## config.mk

```make
export PLATFORM = sky130hd
export DESIGN_NAME = operand2_fetch
export DESIGN_NICKNAME = d
export VERILOG_FILES = /design/src/rtl/operand2_fetch.sv
export SDC_FILE = /design/constraint.sdc
export NUM_CORES = 1
export LEC_CHECK = 0
export BUFFER_PORTS_ARGS = -buffer_cell sky130_fd_sc_hd__buf_2
export CAP_MARGIN = 20
export CORE_MARGIN = 2
export CORE_UTILIZATION = 57
export DETAILED_ROUTE_END_ITERATION = 12
export PLACE_DENSITY = 0.92
export SYNTH_ARGS = -nofsm -noshare
export SYNTH_HDL_FRONTEND = slang
export SYNTH_SLANG_ARGS = --single-unit
```

## constraint.sdc

```tcl
create_clock -name i_clk -period 3.7 [get_ports i_clk]
set_clock_uncertainty 0.2 [all_clocks]
set_input_delay 0 -clock i_clk [delete_from_list [all_inputs] [get_ports i_clk]]
set_output_delay 0 -clock i_clk [all_outputs]
set_load 0.005 [all_outputs]
```

## src/rtl/operand2_fetch.sv

```systemverilog
// Second-operand front stage: fetches Rm/Rs from the register file and decodes the
// shifter-operand field into a stable, registered bundle for the shift unit.
//
// state     | meaning
// ----------|-----------------------------------------------------------
// S_IDLE    | ready for a new instruction
// S_RM_WAIT | Rm read data arriving; register-shift forms also issue the Rs read
// S_RS_WAIT | Rs read data arriving; register-shift bundle is built here
// S_OUT     | bundle valid and held until downstream accepts it
module operand2_fetch (
   input  logic        i_clk,
   input  logic        i_rst_n,
   input  logic        i_flush,
   input  logic        i_valid,
   output logic        o_ready,
   input  logic [31:0] i_instr,
   input  logic        i_cflag,
   input  logic [31:0] i_pc,
   output logic [3:0]  o_rf_raddr,
   input  logic [31:0] i_rf_rdata,
   output logic        o_valid,
   input  logic        i_ready,
   output logic [31:0] o_op,
   output logic [2:0]  o_type,
   output logic [7:0]  o_amount,
   output logic        o_carry
);

   typedef enum logic [1:0] {
      S_IDLE    = 2'd0,
      S_RM_WAIT = 2'd1,
      S_RS_WAIT = 2'd2,
      S_OUT     = 2'd3
   } state_t;

   typedef struct packed {
      logic [31:0] op;
      logic [2:0]  ty;
      logic [7:0]  amt;
      logic        c;
   } bundle_t;

   localparam logic [2:0] T_ROR = 3'd3;
   localparam logic [2:0] T_RRX = 3'd4;
   localparam logic [2:0] T_BYP = 3'd7;

   state_t      state_q;
   logic [11:0] instr_q;
   logic        cflag_q;
   logic [31:0] rm_q;
   logic [3:0]  raddr_q;
   logic        valid_q;
   bundle_t     out_q;

   bundle_t     imm_b;
   bundle_t     ish_b;
   bundle_t     rsh_b;
   logic [31:0] pc12;
   logic [31:0] rm_live;
   logic [7:0]  rs_amt;
   logic [3:0]  rot;
   logic [4:0]  imm5;
   logic [1:0]  sh;

   logic        unused_instr_bits;
   assign unused_instr_bits = ^{i_instr[31:26], i_instr[24:12]};

   // PC reads see the pipeline offset: +8 normally, +12 when a register shift is involved
   always_comb begin
      pc12    = i_pc + 32'd12;
      rm_live = i_rf_rdata;
      if (instr_q[3:0] == 4'hF) begin
         rm_live = instr_q[4] ? pc12 : (i_pc + 32'd8);
      end
      rs_amt = (instr_q[11:8] == 4'hF) ? pc12[7:0] : i_rf_rdata[7:0];
      sh     = instr_q[6:5];
      imm5   = instr_q[11:7];
   end

   always_comb begin
      rot       = i_instr[11:8];
      imm_b.op  = {24'd0, i_instr[7:0]};
      imm_b.c   = i_cflag;
      imm_b.ty  = T_ROR;
      imm_b.amt = {3'd0, rot, 1'b0};
      if (rot == 4'd0) begin
         imm_b.ty  = T_BYP;
         imm_b.amt = 8'd0;
      end
   end

   // #0 encodings: LSR/ASR #0 mean a 32-bit shift, ROR #0 means RRX
   always_comb begin
      ish_b.op  = rm_live;
      ish_b.c   = cflag_q;
      ish_b.ty  = {1'b0, sh};
      ish_b.amt = {3'd0, imm5};
      if (imm5 == 5'd0) begin
         case (sh)
            2'd1, 2'd2: ish_b.amt = 8'd32;
            2'd3: begin
               ish_b.ty  = T_RRX;
               ish_b.amt = 8'd0;
            end
            default: ish_b.amt = 8'd0;
         endcase
      end
   end

   // ROR by a nonzero multiple of 32 leaves the value unchanged but carries out bit 31
   always_comb begin
      rsh_b.op  = rm_q;
      rsh_b.c   = cflag_q;
      rsh_b.ty  = {1'b0, sh};
      rsh_b.amt = rs_amt;
      if (rs_amt == 8'd0) begin
         rsh_b.ty  = T_BYP;
         rsh_b.amt = 8'd0;
      end else if ((sh == 2'd3) && (rs_amt[4:0] == 5'd0)) begin
         rsh_b.ty  = T_BYP;
         rsh_b.amt = 8'd0;
         rsh_b.c   = rm_q[31];
      end
   end

   always_ff @(posedge i_clk or negedge i_rst_n) begin
      if (!i_rst_n) begin
         state_q <= S_IDLE;
         instr_q <= 12'd0;
         cflag_q <= 1'b0;
         rm_q    <= 32'd0;
         raddr_q <= 4'd0;
         valid_q <= 1'b0;
         out_q   <= '0;
      end else if (i_flush) begin
         state_q <= S_IDLE;
         valid_q <= 1'b0;
      end else begin
         case (state_q)
            S_IDLE: begin
               if (i_valid) begin
                  instr_q <= i_instr[11:0];
                  cflag_q <= i_cflag;
                  if (i_instr[25]) begin
                     out_q   <= imm_b;
                     valid_q <= 1'b1;
                     state_q <= S_OUT;
                  end else begin
                     raddr_q <= i_instr[3:0];
                     state_q <= S_RM_WAIT;
                  end
               end
            end
            S_RM_WAIT: begin
               rm_q <= rm_live;
               if (instr_q[4]) begin
                  raddr_q <= instr_q[11:8];
                  state_q <= S_RS_WAIT;
               end else begin
                  out_q   <= ish_b;
                  valid_q <= 1'b1;
                  state_q <= S_OUT;
               end
            end
            S_RS_WAIT: begin
               out_q   <= rsh_b;
               valid_q <= 1'b1;
               state_q <= S_OUT;
            end
            S_OUT: begin
               if (i_ready) begin
                  valid_q <= 1'b0;
                  state_q <= S_IDLE;
               end
            end
            default: state_q <= S_IDLE;
         endcase
      end
   end

   assign o_ready    = (state_q == S_IDLE);
   assign o_valid    = valid_q;
   assign o_rf_raddr = raddr_q;
   assign o_op       = out_q.op;
   assign o_type     = out_q.ty;
   assign o_amount   = out_q.amt;
   assign o_carry    = out_q.c;

endmodule
```

==> impl_metrics.csv, run 1 <==
group,metric,value,unit
power,power,4.81,mW
detailed_routing,drtAntennaViolNets,0,
clock_network,cts_resized,0,
global_routing,grt_max_degree,79,
final_layout,drive_above_1_share,23.7,%
global_routing,antenna_found_initial,0,
worst_setup_path,cp-start-kind,"flip-flop",
yosys,synth-edff-count,0,
worst_setup_path,end_kind,"flip-flop",
yosys,synthFlopType,"dfrtp_1",
timing,tns,0,ns
floorplan,io_pins,152,
power,max-vdd-ir-drop,0.000392,V
yosys,ys_ff_latch,96,
global_routing,grt_pass1_vias,6069,
clock_network,cts_sinks,96,
final_layout,final_common_cell,"buf_2",
yosys,synthesis.instances,586,
placed_design,placement.cell_area,6150,um^2
timing,rsz0062_at_grt,"no",
floorplan,rows,35,
clock_network,clock_latency,0.37,ns
timing,finalCriticalPeriod,3.44,ns
timing,fmax,291,MHz
yosys,yosysSeqAreaShare,44.0,%
clock_network,cts_max_level,3,
timing,slew_headroom,33.7,%
timing,fin_ws,0.259,ns
worst_setup_path,arrival,3.51,ns
yosys,ys_async_sr_fraction,100,%
yosys,synth_area_leaders,"dfrtp_1 (44%), nand2_1 (5.9%), o21ai_0 (5.5%)",
final_layout,final_cell_mix,"buf_2 (131), dfrtp_1 (96), dlygate4sd3_1 (93), nand2_1 (86), o21ai_0 (60)",
floorplan,core,9280,um^2
floorplan,start_util,58.7,%
timing,finalCritPeriodShare,93.0,%
yosys,ys_warn_count,0,
power,power_density,661,nW/um^2
yosys,ys_types,59,
placed_design,hpwl,10.9,mm
placed_design,detailedPlace.worstSlack,0.943,ns
worst_setup_path,crit_type,"flip-flop to flip-flop",
timing,finalHoldViolCount,0,
worst_hold_path,hold_path_class,"input pin to flip-flop",
global_routing,grt_first_pass_wirelength,29.8,mm
detailed_routing,drtPass1Iterations,7,
yosys,avgSynthCellArea,9.31,um^2
timing,final_max_slew_viol_count,0,
clock_network,max-clock-path-buffers,2,
placed_design,place.gp.congestion,0.899,
detailed_routing,drt_iter0_drc,671,
final_layout,nFillCells,576,
yosys,synth_area,5450,um^2
placed_design,io_buffers,132,
final_layout,multi_input_area,2810,um^2
floorplan,die_h,102,um
global_routing,grt.total_usage,37.0,%
final_layout,fin_nets,905,
power,p_leak,3.32,nW
detailed_routing,totalWireLength,18.9,mm
yosys,yosys.area.top_type,"dfrtp_1",
detailed_routing,wire_per_inst,20.4,um
run,maxCapViolCount,0,
timing,tightestPinTransition,0.994,ns
timing,final-setup-viol-count,0,
clock_network,path_clk_slew,0.12,ns
clock_network,cts-root-buf,"clkbuf_8",
floorplan,die_area,10400,um^2
global_routing,overflow,0,
placed_design,place_inst,818,
yosys,synth_nets,698,
final_layout,final_area,7270,um^2
yosys,yosys.area.top_type_share,44.0,%
worst_setup_path,cp.required,3.77,ns
timing,hold_slack,0.0313,ns
worst_hold_path,min_from,"i_pc[5]",
clock_network,cts_buffers,9,
final_layout,final_cells,927,
final_layout,seqCellArea,2400,um^2
final_layout,insertedDiodeCount,0,
worst_setup_path,crit_start,"instr_q[4]$_DFFE_PN0P_",
outcome,outcome,"complete, no violations",
final_layout,areaGrowthSynthToFinish,33.3,%
clock_network,cts_tree,"built",
worst_setup_path,r2r_start,"instr_q[4]$_DFFE_PN0P_",
floorplan,die_x,102,um
detailed_routing,num_vias,5912,
worst_setup_path,worstPathMaxFanout,10,
detailed_routing,routed_via_density,6.38,
detailed_routing,drc,0,
final_layout,postLayoutCoreUtil,78.3,%
[report_power, final]
| group | internal [mW] | switching [mW] | leakage (nW) |
|---|---|---|---|
| clock network | 0.259 | 0.415 | 0.0940 |
| logic | 0.947 | 1.27 | 2.01 |
| registers | 1.54 | 0.378 | 1.22 |
| total | 2.75 | 2.06 | 3.32 |
[state kept, by name (all words and copies together), names as in the netlist]
signal,flops
cflag_q,1
instr_q,12
o_amount,8
o_carry,1
o_op,32
o_rf_raddr,4
o_type,3
o_valid,1
rm_q,32
state_q,2
[Yosys cell counts (10+ instances only)]
cell type / count
nand4_1: 11
nand2_1: 86
dfrtp_1: 96
mux2i_1: 16
a22oi_1: 30
o31ai_1: 25
mux2_2: 14
o21ai_0: 60
inv_1: 14
xnor2_1: 28
ha_1: 10
a21oi_1: 19
nor2_1: 47
clkbuf_1: 19
[per-layer routing]
| layer | routed length [um] | vias up | GRT usage [%] |
|---|---|---|---|
| met3 | 1890 | 138 | 8.21 |
| met5 | 0 | - | 0 |
| li1 | - | 2530 | - |
| met1 | 6690 | 2771 | 44.1 |
| met2 | 9030 | 473 | 60.9 |
| met4 | 1290 | 0 | 23.4 |
[area by class of cell]
type | count | area share (%)
Clock buffer | 9 | 1.70
Clock inverter | 7 | 0.843
Inverter | 14 | 0.723
Multi-Input combinational cell | 438 | 38.6
Sequential cell | 96 | 33.0
Tap cell | 129 | 2.22
Timing Repair Buffer | 234 | 22.9
[logic make-up (layout without fill, tap and decap cells)]
| group | after synthesis | after routing | synth area share (%) |
|---|---|---|---|
| flops | 96 | 96 | 44.0 |
| buf+inv | 52 | 264 | 4.63 |
| compound gates | 164 | 164 | 19.7 |
| simple gates | 203 | 203 | 18.6 |
| mux | 30 | 30 | 5.83 |
| fa+ha+maj | 10 | 10 | 2.29 |
| xor+xnor | 31 | 31 | 4.98 |
[path summary, 6_finish.rpt]
| kind | to | slack [ns] | cells past startpoint |
|---|---|---|---|
| hold / removal | rm_q[5]$_DFFE_PN0P_ | 0.03 | 4 |
| max in group asynchronous | rm_q[12]$_DFFE_PN0P_ | 2.31 | 3 |
| setup / recovery | o_op[31]$_DFFE_PN0P_ | 0.26 | 8 |
| setup reg to reg | o_op[31]$_DFFE_PN0P_ | 0.26 | 8 |
| hold reg to reg | o_op[2]$_DFFE_PN0P_ | 0.28 | 2 |
| min in group asynchronous | o_amount[1]$_DFFE_PN0P_ | 0.13 | 2 |
[what timing repair did]
item / in CTS / in global routing
endpoints found under the setup margin: 0 / 0
hold buffers: 93 / 0
endpoints found under the hold margin: 169 / 0
buffers inserted: 0 / 0
[worst max-delay path: stages, from the launching register on]
cell and delay [ns]:
dfrtp_1 0.64, a31oi_4 0.22, nor2_2 0.45, nand4_1 0.23
xnor2_1 0.18, dlygate4sd3_1 0.56, nor2_1 0.19, o31ai_1 0.10
dlygate4sd3_1 0.58
No activity file was read; power rests on OpenSTA's default activity.
==> inputs of run 2 (changes only) <==
--- a/config.mk
+++ b/config.mk
@@ -7,10 +7,12 @@
 export LEC_CHECK = 0
 export BUFFER_PORTS_ARGS = -buffer_cell sky130_fd_sc_hd__buf_2
 export CAP_MARGIN = 20
+export CELL_PAD_IN_SITES_DETAIL_PLACEMENT = 1
+export CELL_PAD_IN_SITES_GLOBAL_PLACEMENT = 1
 export CORE_MARGIN = 2
-export CORE_UTILIZATION = 57
+export CORE_UTILIZATION = 42
 export DETAILED_ROUTE_END_ITERATION = 12
-export PLACE_DENSITY = 0.92
+export PLACE_DENSITY = 0.91
 export SYNTH_ARGS = -nofsm -noshare
 export SYNTH_HDL_FRONTEND = slang
 export SYNTH_SLANG_ARGS = --single-unit
==> impl_metrics.csv, run 2 (synthesis results as in run 1) <==
group,metric,value,unit
clock_network,max-clock-path-buffers,2,
timing,finalCriticalPeriod,3.41,ns
timing,rsz0062_at_grt,"no",
clock_network,cts-root-buf,"clkbuf_16",
detailed_routing,wire_per_inst,20.5,um
floorplan,die_x,118,um
timing,final_max_slew_viol_count,0,
timing,final-setup-viol-count,0,
clock_network,path_clk_slew,0.07,ns
outcome,outcome,"complete, no violations",
clock_network,cts_tree,"built",
power,power_density,680,nW/um^2
detailed_routing,num_vias,5509,
run,maxCapViolCount,0,
global_routing,grt_pass1_vias,6075,
placed_design,io_buffers,132,
timing,tightestPinTransition,0.764,ns
worst_setup_path,crit_type,"flip-flop to flip-flop",
detailed_routing,drt_iter0_drc,483,
detailed_routing,drtAntennaViolNets,0,
power,max-vdd-ir-drop,0.000289,V
timing,hold_slack,0.0140,ns
clock_network,clock_latency,0.35,ns
worst_setup_path,r2r_slack,0.29,ns
final_layout,final_cell_mix,"buf_2 (131), dfrtp_1 (96), dlygate4sd3_1 (88), nand2_1 (86), o21ai_0 (60)",
placed_design,hpwl,12.4,mm
global_routing,grt.total_usage,28.9,%
worst_setup_path,cpPeakStageDelay,0.59,ns
placed_design,place.gp.congestion,0.876,
clock_network,cts_buffers,9,
timing,finalCritPeriodShare,92.1,%
detailed_routing,drtPass1Iterations,5,
worst_setup_path,crit_chain,"inv_1 -> ha_1 -> buf_4 -> a22oi_1 -> nand2_2 -> nor3_4 -> buf_4 -> a22oi_1 -> o31ai_1 -> dlygate4sd3_1",
floorplan,io_pins,152,
final_layout,fin_nets,900,
final_layout,areaGrowthSynthToFinish,35.3,%
worst_hold_path,hold_path_class,"input pin to flip-flop",
detailed_routing,drc,0,
timing,finalHoldViolCount,0,
global_routing,grt_first_pass_wirelength,31.8,mm
clock_network,cts_resized,0,
worst_setup_path,crit_slowest_cell,"dlygate4sd3_1",
worst_setup_path,cp-start-kind,"flip-flop",
worst_setup_path,cp.required,3.79,ns
timing,fmax,293,MHz
floorplan,rows,41,
timing,tns,0,ns
power,power,5.01,mW
floorplan,core,12700,um^2
final_layout,final_common_cell,"buf_2",
worst_setup_path,crit_family,"buffers and inverters",
floorplan,die_area,13900,um^2
worst_setup_path,cp.buffers_inverters,4,
worst_setup_path,worstPathMaxFanout,30,
detailed_routing,totalWireLength,19.8,mm
clock_network,cts_sinks,96,
global_routing,antenna_found_initial,1,
worst_setup_path,arrival,3.50,ns
floorplan,die_h,118,um
detailed_routing,routed_via_density,5.70,
global_routing,overflow,0,
clock_network,cts_max_level,3,
power,p_leak,3.35,nW
worst_setup_path,end_kind,"flip-flop",
timing,slew_headroom,48.9,%
global_routing,grt_max_degree,64,
final_layout,drive_above_1_share,23.7,%
floorplan,start_util,43.0,%
==> run 2: changes by cell type in the layout (fill, tap and decap cells not counted), sizes merged <==
cell / previous run / this run
dlygate4sd3: 93 / 88
clkbuf: 9 / 13
inv: 18 / 14
clkinv: 2 / 3
clkinvlp: 1 / 0
diode: 0 / 1
==> run 2: metal layers <==
| metal | vias up | track usage, % | wire length, um |
|---|---|---|---|
| li1 | 2513 | - | - |
| met1 | 2756 | 33.9 | 7700 |
| met2 | 202 | 52.7 | 10400 |
| met3 | 38 | 4.70 | 1270 |
| met4 | 0 | 10.8 | 456 |
| met5 | - | 0 | 0 |
==> run 2: worst register-to-register path: cells and delay by family, from the launching register on <==
family / cells / cell delay [ns]
buf+inv: 4 / 1.30
simple gates: 2 / 0.63
fa+ha+maj: 1 / 0.20
compound gates: 3 / 0.61
flops: 1 / 0.41
==> run 2: area by class of cell <==
| class | count | area, um^2 |
|---|---|---|
| multi-input cells | 438 | 2810 |
| diodes | 1 | 2.50 |
| well taps | 172 | 215 |
| inverters | 14 | 52.6 |
| clock buffers | 13 | 270 |
| clock inverters | 3 | 15.0 |
| repair buffers | 229 | 1610 |
| fillers | 1482 | 5290 |
| flip-flops and latches | 96 | 2400 |
==> run 2: timing repair <==
item | in CTS | in global routing
hold endpoints to repair | 150 | 0
buffers inserted | 0 | 0
hold buffers | 88 | 0
==> run 2: stage by stage <==
stage / cell area [um^2] / instances / utilization (%) / worst slack (ns)
final: 7380 / 966 / 58.2 / 0.293
after global routing: 7370 / 965 / 58.2 / 0.117
after CTS: 7370 / 965 / 58.2 / 0.367
after detailed placement: 6210 / 861 / 49.0 / 0.898
after global placement: 6210 / 861 / 49.0 / 1.07
after floorplan: 5450 / 586 / - / 1.57
==> run 2: worst paths after layout <==
| check | end | startpoint | cells after the start |
|---|---|---|---|
| worst max register to register | o_op[24]$_DFFE_PN0P_ | state_q[1]$_DFFE_PN0P_ | 10 |
| worst min-delay path | o_amount[6]$_DFFE_PN0P_ | i_pc[6] | 5 |
| worst min register to register | o_op[1]$_DFFE_PN0P_ | rm_q[1]$_DFFE_PN0P_ | 2 |
| max in group asynchronous | rm_q[16]$_DFFE_PN0P_ | i_rst_n | 3 |
| min in group asynchronous | o_valid$_DFFE_PN0P_ | i_rst_n | 2 |
| worst max-delay path | o_op[24]$_DFFE_PN0P_ | state_q[1]$_DFFE_PN0P_ | 10 |
==> run 2: power breakdown <==
group | leakage [nW] | switching (mW) | internal (mW) | total [mW]
Sequential | 1.22 | 0.356 | 1.54 | 1.90
Combinational | 1.99 | 1.26 | 0.947 | 2.20
Clock | 0.145 | 0.404 | 0.508 | 0.912
Total | 3.35 | 2.01 | 3.00 | 5.01
